$ cat config.mk
export PLATFORM = sky130hd
export DESIGN_NAME = bus_arbiter
export DESIGN_NICKNAME = d
export VERILOG_FILES = /design/src/rtl/bus_arbiter.sv
export SDC_FILE = /design/constraint.sdc
export NUM_CORES = 1
export LEC_CHECK = 0
export BUFFER_PORTS_ARGS = -buffer_cell sky130_fd_sc_hd__buf_2
export CORE_AREA = 5 5 139 141
export DETAILED_ROUTE_END_ITERATION = 12
export DIE_AREA = 0 0 144 146
export GPL_TIMING_DRIVEN = 0
export HOLD_SLACK_MARGIN = 0.05
export PLACE_DENSITY = 0.77
export SLEW_MARGIN = 20
export SYNTH_ARGS = -nofsm -noshare
export SYNTH_HDL_FRONTEND = slang
export SYNTH_SLANG_ARGS = --single-unit
$ cat constraint.sdc
create_clock -name i_clock -period 5.6 [get_ports i_clock]
set_clock_uncertainty 0.15 [all_clocks]
set_input_delay 1.12 -clock i_clock [delete_from_list [all_inputs] [get_ports i_clock]]
set_output_delay 1.12 -clock i_clock [all_outputs]
set_load 0.01 [all_outputs]
$ cat src/rtl/bus_arbiter.sv
// bus_arbiter: shares the SoC bus between CPU instruction (A), CPU data (B) and DMA (C) ports,
// bounding each transfer with a timeout. Define BUS_ARBITER_ROUND_ROBIN_EN for round-robin arbitration.
module bus_arbiter #(
  parameter int unsigned TIMEOUT = 1023
) (
  input  logic        i_clock,
  input  logic        i_reset_n,
  input  logic        i_pa_request,
  output logic        o_pa_ready,
  input  logic [31:0] i_pa_address,
  output logic [31:0] o_pa_rdata,
  input  logic        i_pb_rw,
  input  logic        i_pb_request,
  output logic        o_pb_ready,
  input  logic [31:0] i_pb_address,
  input  logic [31:0] i_pb_wdata,
  output logic [31:0] o_pb_rdata,
  input  logic        i_pc_rw,
  input  logic        i_pc_request,
  output logic        o_pc_ready,
  input  logic [31:0] i_pc_address,
  input  logic [31:0] i_pc_wdata,
  output logic [31:0] o_pc_rdata,
  output logic        o_bus_rw,
  output logic        o_bus_request,
  output logic [31:0] o_bus_address,
  output logic [31:0] o_bus_wdata,
  input  logic        i_bus_ready,
  input  logic [31:0] i_bus_rdata,
  output logic        o_timeout
);

  typedef enum logic [1:0] {IDLE = 2'd0, BUSY = 2'd1, DONE = 2'd2} state_t;

  localparam logic [15:0] COUNT_LAST = 16'(TIMEOUT - 1);

  state_t           state, state_next;
  logic [2:0]       pick;
  logic [2:0]       grant, grant_next;
  logic [15:0]      count, count_next;
  logic             bus_request, bus_request_next;
  logic             bus_rw, bus_rw_next;
  logic [31:0]      bus_address, bus_address_next;
  logic [31:0]      bus_wdata, bus_wdata_next;
  logic [2:0]       ready, ready_next;
  logic [2:0][31:0] rdata, rdata_next;
  logic             timeout, timeout_next;
  logic             finish;
  logic [31:0]      finish_data;

`ifdef BUS_ARBITER_ROUND_ROBIN_EN
  // One-hot record of the last winner; reset value makes port A the first candidate.
  logic [2:0] last_grant;

  always_ff @(posedge i_clock or negedge i_reset_n) begin
    if (!i_reset_n) begin
      last_grant <= 3'b100;
    end else if (state == IDLE && pick != 3'b000) begin
      last_grant <= pick;
    end
  end

  always_comb begin
    pick = 3'b000;
    if (last_grant[0]) begin
      pick = i_pb_request ? 3'b010 : i_pc_request ? 3'b100 : i_pa_request ? 3'b001 : 3'b000;
    end else if (last_grant[1]) begin
      pick = i_pc_request ? 3'b100 : i_pa_request ? 3'b001 : i_pb_request ? 3'b010 : 3'b000;
    end else begin
      pick = i_pa_request ? 3'b001 : i_pb_request ? 3'b010 : i_pc_request ? 3'b100 : 3'b000;
    end
  end
`else
  always_comb begin
    pick = i_pc_request ? 3'b100 : i_pb_request ? 3'b010 : i_pa_request ? 3'b001 : 3'b000;
  end
`endif

  always_ff @(posedge i_clock or negedge i_reset_n) begin
    if (!i_reset_n) begin
      state       <= IDLE;
      grant       <= 3'b000;
      count       <= 16'd0;
      bus_request <= 1'b0;
      bus_rw      <= 1'b0;
      bus_address <= 32'd0;
      bus_wdata   <= 32'd0;
      ready       <= 3'b000;
      rdata       <= '0;
      timeout     <= 1'b0;
    end else begin
      state       <= state_next;
      grant       <= grant_next;
      count       <= count_next;
      bus_request <= bus_request_next;
      bus_rw      <= bus_rw_next;
      bus_address <= bus_address_next;
      bus_wdata   <= bus_wdata_next;
      ready       <= ready_next;
      rdata       <= rdata_next;
      timeout     <= timeout_next;
    end
  end

  // A device ready on the expiry cycle wins over the timeout, so real data is kept.
  always_comb begin
    state_next       = state;
    grant_next       = grant;
    count_next       = count;
    bus_request_next = bus_request;
    bus_rw_next      = bus_rw;
    bus_address_next = bus_address;
    bus_wdata_next   = bus_wdata;
    ready_next       = 3'b000;
    rdata_next       = rdata;
    timeout_next     = 1'b0;
    finish           = 1'b0;
    finish_data      = 32'd0;

    unique case (state)
      IDLE: begin
        if (pick != 3'b000) begin
          state_next       = BUSY;
          grant_next       = pick;
          count_next       = 16'd0;
          bus_request_next = 1'b1;
          bus_rw_next      = (pick[1] & i_pb_rw) | (pick[2] & i_pc_rw);
          bus_address_next = pick[2] ? i_pc_address : pick[1] ? i_pb_address : i_pa_address;
          bus_wdata_next   = pick[2] ? i_pc_wdata : pick[1] ? i_pb_wdata : 32'd0;
        end
      end
      BUSY: begin
        count_next = 16'(count + 16'd1);
        if (i_bus_ready) begin
          finish      = 1'b1;
          finish_data = i_bus_rdata;
        end else if (count == COUNT_LAST) begin
          finish       = 1'b1;
          timeout_next = 1'b1;
        end
        if (finish) begin
          state_next       = DONE;
          bus_request_next = 1'b0;
          ready_next       = grant;
          for (int i = 0; i < 3; i++) begin
            if (grant[i]) begin
              rdata_next[i] = finish_data;
            end
          end
        end
      end
      DONE: begin
        state_next = IDLE;
      end
      default: begin
        state_next = IDLE;
      end
    endcase
  end

  assign o_bus_request = bus_request;
  assign o_bus_rw      = bus_rw;
  assign o_bus_address = bus_address;
  assign o_bus_wdata   = bus_wdata;
  assign o_pa_ready    = ready[0];
  assign o_pb_ready    = ready[1];
  assign o_pc_ready    = ready[2];
  assign o_pa_rdata    = rdata[0];
  assign o_pb_rdata    = rdata[1];
  assign o_pc_rdata    = rdata[2];
  assign o_timeout     = timeout;

endmodule

==> Word-level counts from Yosys, hierarchy flattened <==
Cells that the tools add are included.
{ "word_totals": {"wordCells": 53, "inputBits": 200, "reg_bits": 187, "output_inout_bits": 166} }
{ "classes": {"bitwise_logic": 3, "reduce_logical": 10, "eq_ne": 4, "n_mux": 23, "addsub": 1} }
{ "op_table": {"columns": ["operator", "n"], "rows": [
  ["32-bit two-way mux", 5],
  ["16-bit one-hot mux with 2 select lines", 1],
  ["16-bit by 1-bit adder with 16-bit output, second input constant", 1],
  ["16-bit by 10-bit == test with 1-bit output, second input constant", 1],
  ["16-bit two-way mux", 1],
  ["3-bit AND reduction", 4],
  ["3-bit two-way mux", 3],
  ["1-bit two-way mux", 8],
  ["2-bit two-way mux", 3],
  ["2-bit AND reduction", 3],
  ["2-bit inequality test, second input constant", 2],
  ["2-bit one-hot mux with 2 select lines", 1],
  ["3-bit nonzero test", 1],
  ["1-bit AND", 2],
  ["2-bit by 1-bit == test with 1-bit output, second input constant", 1],
  ["2-bit zero test", 1],
  ["1-bit one-hot mux with 2 select lines", 1],
  ["2-bit nonzero test", 1],
  ["1-bit OR", 1]
]} }

==> Longest topological paths before layout <==
Gate-level depths: netlist of the first run.
{ "logic_depth": {"depth_word": 6, "depth_mapped": 7, "depth_no_buf": 6} }

==> Worst setup path after synthesis of the first run <==
No wires, ideal clock.
{ "synth_timing": {"kind": "input port to flip-flop", "from": "in i_pc_request", "to": "reg bus_wdata[22], in the netlist o_bus_wdata[22]", "setup_ns": 0.066, "slack_ns": 2.927, "required_time_ns": 5.384, "cell_stages": 4, "path_buffers": 2, "t_arrival_ns": 2.457, "path_cell_list": "clkbuf_1 nor4b_1 clkbuf_1 a221o_1"} }
{ "synth_between": {"elab_chain_len": 3, "elab_cells_between_ends": 5, "cone_classes": "mux (3); reduce/logical (2)"} }
{ "synth_rtl": {"columns": ["element", "line_no", "text"], "rows": [
  ["start: declaration", "19", "input logic i_pc_request,"],
  ["3-bit two-way mux (*)", "75", "pick = i_pc_request ? 3'b100 : i_pb_request ? 3'b010 : i_pa_request ? 3'b001 : 3'b000;"],
  ["3-bit nonzero test / 32-bit two-way mux (equally long branches)", "122, 129", null],
  ["2-bit AND reduction (no line) / 32-bit two-way mux (equally long branches)", null, null],
  ["end signal: assignment", "98", "bus_wdata <= bus_wdata_next;"],
  ["end: declaration", "44", "logic [31:0] bus_wdata, bus_wdata_next;"]
]} }
Every way passes the cells marked *; elsewhere a longest branch is shown, timed or not.
A chain may end at the register's enable or synchronous reset.

==> Worst setup path in the final report of the first run <==
{ "layout_timing": {"from": "in i_pb_request", "to": "reg state[0]"} }
{ "layout_between": {"elab_chain_len": 5} }
{ "layout_rtl": {"columns": ["element", "line_no", "text"], "rows": [
  ["start: declaration", "13", "input logic i_pb_request,"],
  ["2-bit two-way mux", "75", null],
  ["3-bit two-way mux", "75", null],
  ["3-bit nonzero test", "122", "if (pick != 3'b000) begin"],
  ["2-bit inequality test (no line)", null, null],
  ["2-bit AND reduction (no line)", null, null],
  ["end signal: assignment", "92", "state <= state_next;"],
  ["end: declaration", "37", "state_t state, state_next;"]
]} }
No other way between the ends.

==> out/metrics.csv, run 1 <==
stage;metric;value;unit
power_and_ir_drop;Switching Share;39.1;%
setup_path;CP required;5740;ps
yosys;distinct cell type count after synthesis;37;
place;dpl hpwl;20200;um
cells_and_area;Final Instance Area;0.0108;mm^2
setup_path;Top delay family on crit path;buffers and inverters;
yosys;Post-Syn Area;0.00799;mm^2
setup_path;depth of the worst register-to-register path;7;
setup_path;slowest stage delay, CP;460;ps
cells_and_area;area occupied by multi-input gates;0.00300;mm^2
cells_and_area;most frequent cells in the layout;buf_2 (366), dfrtp_1 (187), o2bb2ai_1 (97), nand2_1 (76), o21ai_0 (47);
floorplanning;Die ar.;0.0210;mm^2
setup_path;Worst Setup End Kind;register;
detailed_routing;# DRC;0;
sta;Slew @ Worst Pin;772;ps
power_and_ir_drop;P_sw;2.26;mW
clock_tree;CTS Root Buffer Type;clkbuf_16;
yosys;syn nets;903;
setup_path;reg2reg start;count[0];
setup_path;startpoint types;input port;
yosys;Post-synth EDFFs;0;
status;status;completed;
power_and_ir_drop;Pleak;5.55;nW
sta;Final Cycle Share;50.0;%
sta;PnR worst setup slack;2800;ps
power_and_ir_drop;Peak supply drop;0.268;mV
sta;RSZ-0062 raised after global routing;false;
power_and_ir_drop;Pint;3.51;mW
setup_path;register-to-register setup slack;3000;ps
setup_path;WP data arrival;2940;ps
setup_path;worst path bufs/invs;3;
global_route;largest net degree at the start of global routing;92;
yosys;#FFs+latches synth;187;
clock_tree;clk slew on worst S/H paths;80;ps
power_and_ir_drop;clock share of power;21.7;%
cells_and_area;Post-Route Utilization;60.6;%
yosys;top-area cell type share of the netlist area;58.6;%
setup_path;most frequent CP cell;buf_2;
detailed_routing;DRT Pass-1 Iters;5;
sta;final setup TNS;0;ps
setup_path;worst path cell trace;buf_2 -> or3_1 -> nand2_1 -> buf_2 -> buf_1 -> o31ai_1;
floorplanning;core box area;0.0178;mm^2
cells_and_area;final net count;1289;
sta;min Tclk post-route;2800;ps
min_path;Hold Crit Class;input port to asynchronous set/reset pin;
detailed_routing;remaining antenna violation count;0;
sta;final setup violation count;0;
sta;Hold Fails Final Rpt;0;
floorplanning;Rows;49;
yosys;Synthesis Warnings;0;
clock_tree;CTS Buffer Depth;2;
sta;Max Clk Rate;0.357;GHz
detailed_routing;vias per cell;5.49;
floorplanning;io pins;366;
clock_tree;post_cts resized;0;
place;port bufs;364;
yosys;post-synthesis async set-or-reset flop share;100;%
cells_and_area;most common cell after layout, fill and taps aside;buf_2;
global_route;antenna violations before repair;1;
yosys;synth top area cells;dfrtp_1 (59%), o2bb2ai_1 (11%), mux2i_1 (4.4%), a221o_1 (4.1%), nand2_1 (3.6%);
setup_path;slowest stage cell on the critical path;buf_1;
yosys;ys flop type;dfrtp_1;
power_and_ir_drop;Pwr Density;534;mW/mm^2
detailed_routing;final WL;26700;um
power_and_ir_drop;sequential share of power;39.3;%
cells_and_area;Sequential Area;0.00468;mm^2
yosys;sequential area share after synthesis;58.6;%
floorplanning;Initial Util;44.8;%
flow_run;max_cap viols;0;
global_route;total track usage;25.2;%
global_route;vias in the first global route;7398;
setup_path;CP Depth;6;
setup_path;WS Path Type;input port to register;
sta;worst relative slew slack;48.5;%
clock_tree;Post-CTS Setup Inserts;0;
cells_and_area;layout cells sized above 1;38.1;%
setup_path;CP Max Fanout;10;
detailed_routing;drt wl/cell;20.1;um
floorplanning;chip width;144;um
sta;final hold slack;323;ps
clock_tree;worst skew pair latency;430;ps
place;dpl cell area;0.0102;mm^2
yosys;Synth area leader;dfrtp_1;
clock_tree;CTS Hold Bufs;0;
clock_tree;CTS tree;done;
cells_and_area;Layout Area Growth over Synthesis;35.3;%
cells_and_area;fillers;1509;
clock_tree;CTS Sinks;187;
floorplanning;Die H;146;um
yosys;Synth Area per Inst;11.4;um^2
setup_path;FF-to-FF End;o_pc_rdata[2];
detailed_routing;Via Count;7301;
yosys;Mapped Cells;701;
sta;Final Max Tran Viols;0;
place;Post-Place Worst Slack;2370;ps
power_and_ir_drop;Combinational Power Share;39.0;%
clock_tree;CTS Buf Count;17;
place;gpl congestion;0.928;
clock_tree;H-tree levels;4;
detailed_routing;initial DRC count;462;
global_route;GRT overflow;0;
global_route;global-route wire length before repair;41500;um
through the flow:
| step | std cells | total power [mW] |
|---|---|---|
| after floorplan | 701 | 3.46 |
| after global placement | 1294 | 4.47 |
| after detailed placement | 1297 | 4.53 |
| after CTS | 1329 | 5.81 |
| after global routing | 1330 | 6.10 |
| final | 1330 | 5.77 |
logic make-up after synthesis:
logic type / share of synthesized area [%]
flip-flops: 58.6
AND/OR/NAND/NOR: 10.4
multiplexers: 4.52
AO/OA/AOI/OAI: 22.3
buffers and inverters: 3.93
adder cells (fa/ha/maj): 0.313
power groups by stage:
| stage | combinational [mW] | sequential [mW] | clock, mW |
|---|---|---|---|
| 6_report | 2.25 | 2.27 | 1.25 |
| 5_1_grt | 2.44 | 2.33 | 1.34 |
| 4_1_cts | 2.27 | 2.26 | 1.28 |
| 2_1_floorplan | 0.962 | 2.50 | 0 |
| 3_5_place_dp | 2.27 | 2.26 | 0 |
| 3_3_place_gp | 2.21 | 2.26 | 0 |
synthesized netlist by cell type (all sizes together), types with 2 or more instances:
library cell,instances
a221o,33
o21bai,3
nand2,76
inv,6
ha,2
and3,35
or3,2
nand4,7
nand3,6
a31oi,6
mux2i,35
dfrtp,187
a21o,2
o2bb2ai,97
buf,17
a21oi,42
o21ai,48
nor2,39
clkbuf,42
and4,2
nor2b,2
registers in the layout, indices dropped and copies added, names as in the netlist, 2 cells and up:
signal and cells:
count 16, grant 3, o_bus_address 32, o_bus_wdata 32, o_pa_rdata 32, o_pb_rdata 32
o_pc_rdata 32, ready 3, state 2
area by class of cell:
class | count | area share, %
tap | 229 | 2.65
multi-input combinational | 449 | 27.8
clock buffer | 17 | 3.94
antenna | 1 | 0.0232
timing repair buffer | 367 | 17.5
sequential | 187 | 43.3
buffer | 59 | 2.70
clock inverter | 15 | 1.90
inverter | 6 | 0.208
routing by layer:
| metal | GRT usage, % | vias up | share of wire (%) |
|---|---|---|---|
| li1 | - | 3382 | - |
| met1 | 34.7 | 3580 | 42 |
| met2 | 40.2 | 284 | 49 |
| met3 | 4.93 | 55 | 6.1 |
| met4 | 8.10 | 0 | 2.7 |
| met5 | 0 | - | 0 |
worst max path at each step:
stage / slack (ps) / from / endpoint
4_1_cts: 2820 / i_pb_request / state[0]
2_1_floorplan: 2930 / i_pc_request / o_bus_wdata[22]
6_report: 2800 / i_pb_request / state[0]
5_1_grt: 2690 / i_pb_request / state[0]
3_5_place_dp: 2370 / i_pb_request / state[0]
3_3_place_gp: 250 / i_reset_n / o_bus_address[29]
(Power assumes the default switching activity.)
==> inputs of run 2 (changes only) <==
--- a/config.mk
+++ b/config.mk
@@ -6,12 +6,12 @@
 export NUM_CORES = 1
 export LEC_CHECK = 0
 export BUFFER_PORTS_ARGS = -buffer_cell sky130_fd_sc_hd__buf_2
-export CORE_AREA = 5 5 139 141
+export CORE_AREA = 5 5 141 143
 export DETAILED_ROUTE_END_ITERATION = 12
-export DIE_AREA = 0 0 144 146
+export DIE_AREA = 0 0 146 148
 export GPL_TIMING_DRIVEN = 0
 export HOLD_SLACK_MARGIN = 0.05
-export PLACE_DENSITY = 0.77
+export PLACE_DENSITY = 0.75
 export SLEW_MARGIN = 20
 export SYNTH_ARGS = -nofsm -noshare
 export SYNTH_HDL_FRONTEND = slang
==> constraint.sdc (replaced) <==
create_clock -name i_clock -period 2.59 [get_ports i_clock]
set_clock_uncertainty 0.15 [all_clocks]
set_input_delay 0.518 -clock i_clock [delete_from_list [all_inputs] [get_ports i_clock]]
set_output_delay 0.518 -clock i_clock [all_outputs]
set_load 0.01 [all_outputs]
==> run 2 against run 1 <==
Effect of this change:
- sequential share of layout area about the same
- global-route usage down 0.92 points
- routed wire length up 0.75%
- critical endpoint is now o_pa_rdata[7]
==> out/metrics.csv, run 2 (synthesis results as in run 1) <==
stage;metric;value;unit;change
sta;Hold Fails Final Rpt;0;;unchanged
sta;Final Cycle Share;94.9;%;
flow_run;max_cap viols;0;;unchanged
sta;final hold slack;168;ps;-156 ps
cells_and_area;Layout Area Growth over Synthesis;35.2;%;about the same
detailed_routing;drt wl/cell;20.2;um;+0.45%
global_route;global-route wire length before repair;41600;um;+0.40%
detailed_routing;remaining antenna violation count;0;;unchanged
clock_tree;CTS Root Buffer Type;clkbuf_16;;
floorplanning;Die ar.;0.0216;mm^2;+2.8%
floorplanning;io pins;366;;unchanged
status;status;completed;;
setup_path;startpoint types;register;;
setup_path;slowest stage cell on the critical path;nor4_4;;
clock_tree;CTS tree;done;;
place;Post-Place Worst Slack;-77.7;ps;-2440 ps
clock_tree;CTS Buffer Depth;2;;unchanged
setup_path;CP required;2730;ps;-3010 ps
sta;worst relative slew slack;40.8;%;-7.7 points
sta;PnR worst setup slack;131;ps;-2670 ps
setup_path;WP data arrival;2600;ps;-340 ps
clock_tree;Post-CTS Setup Inserts;0;;unchanged
setup_path;CP Max Fanout;10;;unchanged
power_and_ir_drop;Pwr Density;1150;mW/mm^2;+120%
cells_and_area;final net count;1289;;unchanged
setup_path;depth of the worst register-to-register path;7;;unchanged
min_path;Hold Crit Class;input port to register;;
clock_tree;clk slew on worst S/H paths;80;ps;about the same
setup_path;worst path cell trace;inv_1 -> ha_1 -> or4b_4 -> nor4_4 -> o21bai_4 -> buf_6 -> o2bb2ai_1;;
cells_and_area;Post-Route Utilization;58.6;%;-2.0 points
floorplanning;Die H;148;um;+1.4%
sta;min Tclk post-route;2460;ps;
power_and_ir_drop;Pleak;5.54;nW;-0.22%
detailed_routing;# DRC;0;;unchanged
global_route;antenna violations before repair;1;;unchanged
floorplanning;Initial Util;43.3;%;-1.5 points
setup_path;Worst Setup End Kind;register;;
min_path;worst hold path depth;2;;
global_route;largest net degree at the start of global routing;89;;-3.3%
sta;Final Max Tran Viols;0;;unchanged
place;dpl hpwl;20600;um;+1.8%
cells_and_area;layout cells sized above 1;38.1;%;unchanged
detailed_routing;vias per cell;5.44;;-0.86%
floorplanning;core box area;0.0185;mm^2;+3.4%
clock_tree;CTS Buf Count;17;;unchanged
floorplanning;Rows;50;;+2.0%
power_and_ir_drop;Peak supply drop;0.541;mV;+100%
detailed_routing;initial DRC count;363;;-21%
cells_and_area;Ant. Diodes;0;;-1
sta;Max Clk Rate;0.407;GHz;
place;gpl congestion;0.947;;+2.0%
sta;final setup violation count;0;;unchanged
floorplanning;chip width;146;um;+1.4%
setup_path;slowest stage delay, CP;530;ps;+70 ps
detailed_routing;DRT Pass-1 Iters;5;;unchanged
clock_tree;H-tree levels;4;;unchanged
detailed_routing;Via Count;7260;;-0.56%
global_route;total track usage;24.3;%;-0.92 points
global_route;vias in the first global route;7478;;+1.1%
global_route;GRT overflow;0;;unchanged
clock_tree;CTS Sinks;187;;unchanged
place;port bufs;364;;unchanged
detailed_routing;final WL;26900;um;+0.75%
cells_and_area;most common cell after layout, fill and taps aside;buf_2;;
sta;Slew @ Worst Pin;885;ps;+113 ps
clock_tree;worst skew pair latency;430;ps;about the same
sta;RSZ-0062 raised after global routing;false;;
setup_path;WS Path Type;register to register;;
cells_and_area;most frequent cells in the layout;buf_2 (365), dfrtp_1 (187), o2bb2ai_1 (97), nand2_1 (76), o21ai_0 (47);;
run 2: final cells by class:
type,instances,area (um^2)
buffer,59,292
clock buffer,17,425
clock inverter,15,191
fill,1603,7650
inverter,6,22.5
multi-input combinational,449,3010
sequential,187,4680
tap,234,293
timing repair buffer,367,1900
run 2: final timing paths:
kind	start	end	slack [ps]
hold reg to reg	o_bus_address[10]	o_bus_address[10]	330
setup / recovery	count[0]	o_pa_rdata[7]	130
min in group asynchronous	i_reset_n	o_pc_rdata[4]	410
max in group asynchronous	i_reset_n	o_bus_address[9]	860
hold / removal	i_pb_wdata[1]	o_bus_wdata[1]	170
setup reg to reg	count[0]	o_pa_rdata[7]	130
run 2: layer usage:
metal	wire (um)	up-vias	track usage, %
li1	-	3391	-
met1	11600	3565	33.4
met2	13100	253	38.8
met3	1380	49	4.63
met4	761	2	8.65
met5	7	-	0
run 2: stage by stage:
| stage | cell area [um^2] | power [mW] | setup TNS, ps | cells |
|---|---|---|---|---|
| global placement | 10100 | 9.68 | -422740 | 1299 |
| detailed placement | 10200 | 9.81 | -479 | 1301 |
| CTS | 10800 | 12.5 | 0 | 1334 |
| floorplan | 7990 | 7.48 | 0 | 701 |
| finish | 10800 | 12.4 | 0 | 1334 |
| global route | 10800 | 13.2 | 0 | 1334 |
run 2: where the power goes:
part	switching (mW)	leakage, nW	total (mW)	internal [mW]
sequential	0.744	2.37	4.91	4.16
combinational	2.76	2.88	4.85	2.09
clock	1.34	0.292	2.67	1.33
total	4.84	5.54	12.4	7.58
run 2: repair_timing:
| item | in CTS | in global routing |
|---|---|---|
| gates resized for setup | 0 | 1 |
| endpoints found under the hold margin | 46 | 0 |
| hold buffers | 1 | 0 |
| setup endpoints to repair | 0 | 92 |
run 2: worst max-delay path: cells and delay by family, from the launching register on:
| kind | cells | cell delay [ps] |
|---|---|---|
| AO/OA/AOI/OAI | 2 | 320 |
| adder cells (fa/ha/maj) | 1 | 140 |
| buffers and inverters | 2 | 280 |
| flip-flops | 1 | 450 |
| AND/OR/NAND/NOR | 2 | 1000 |
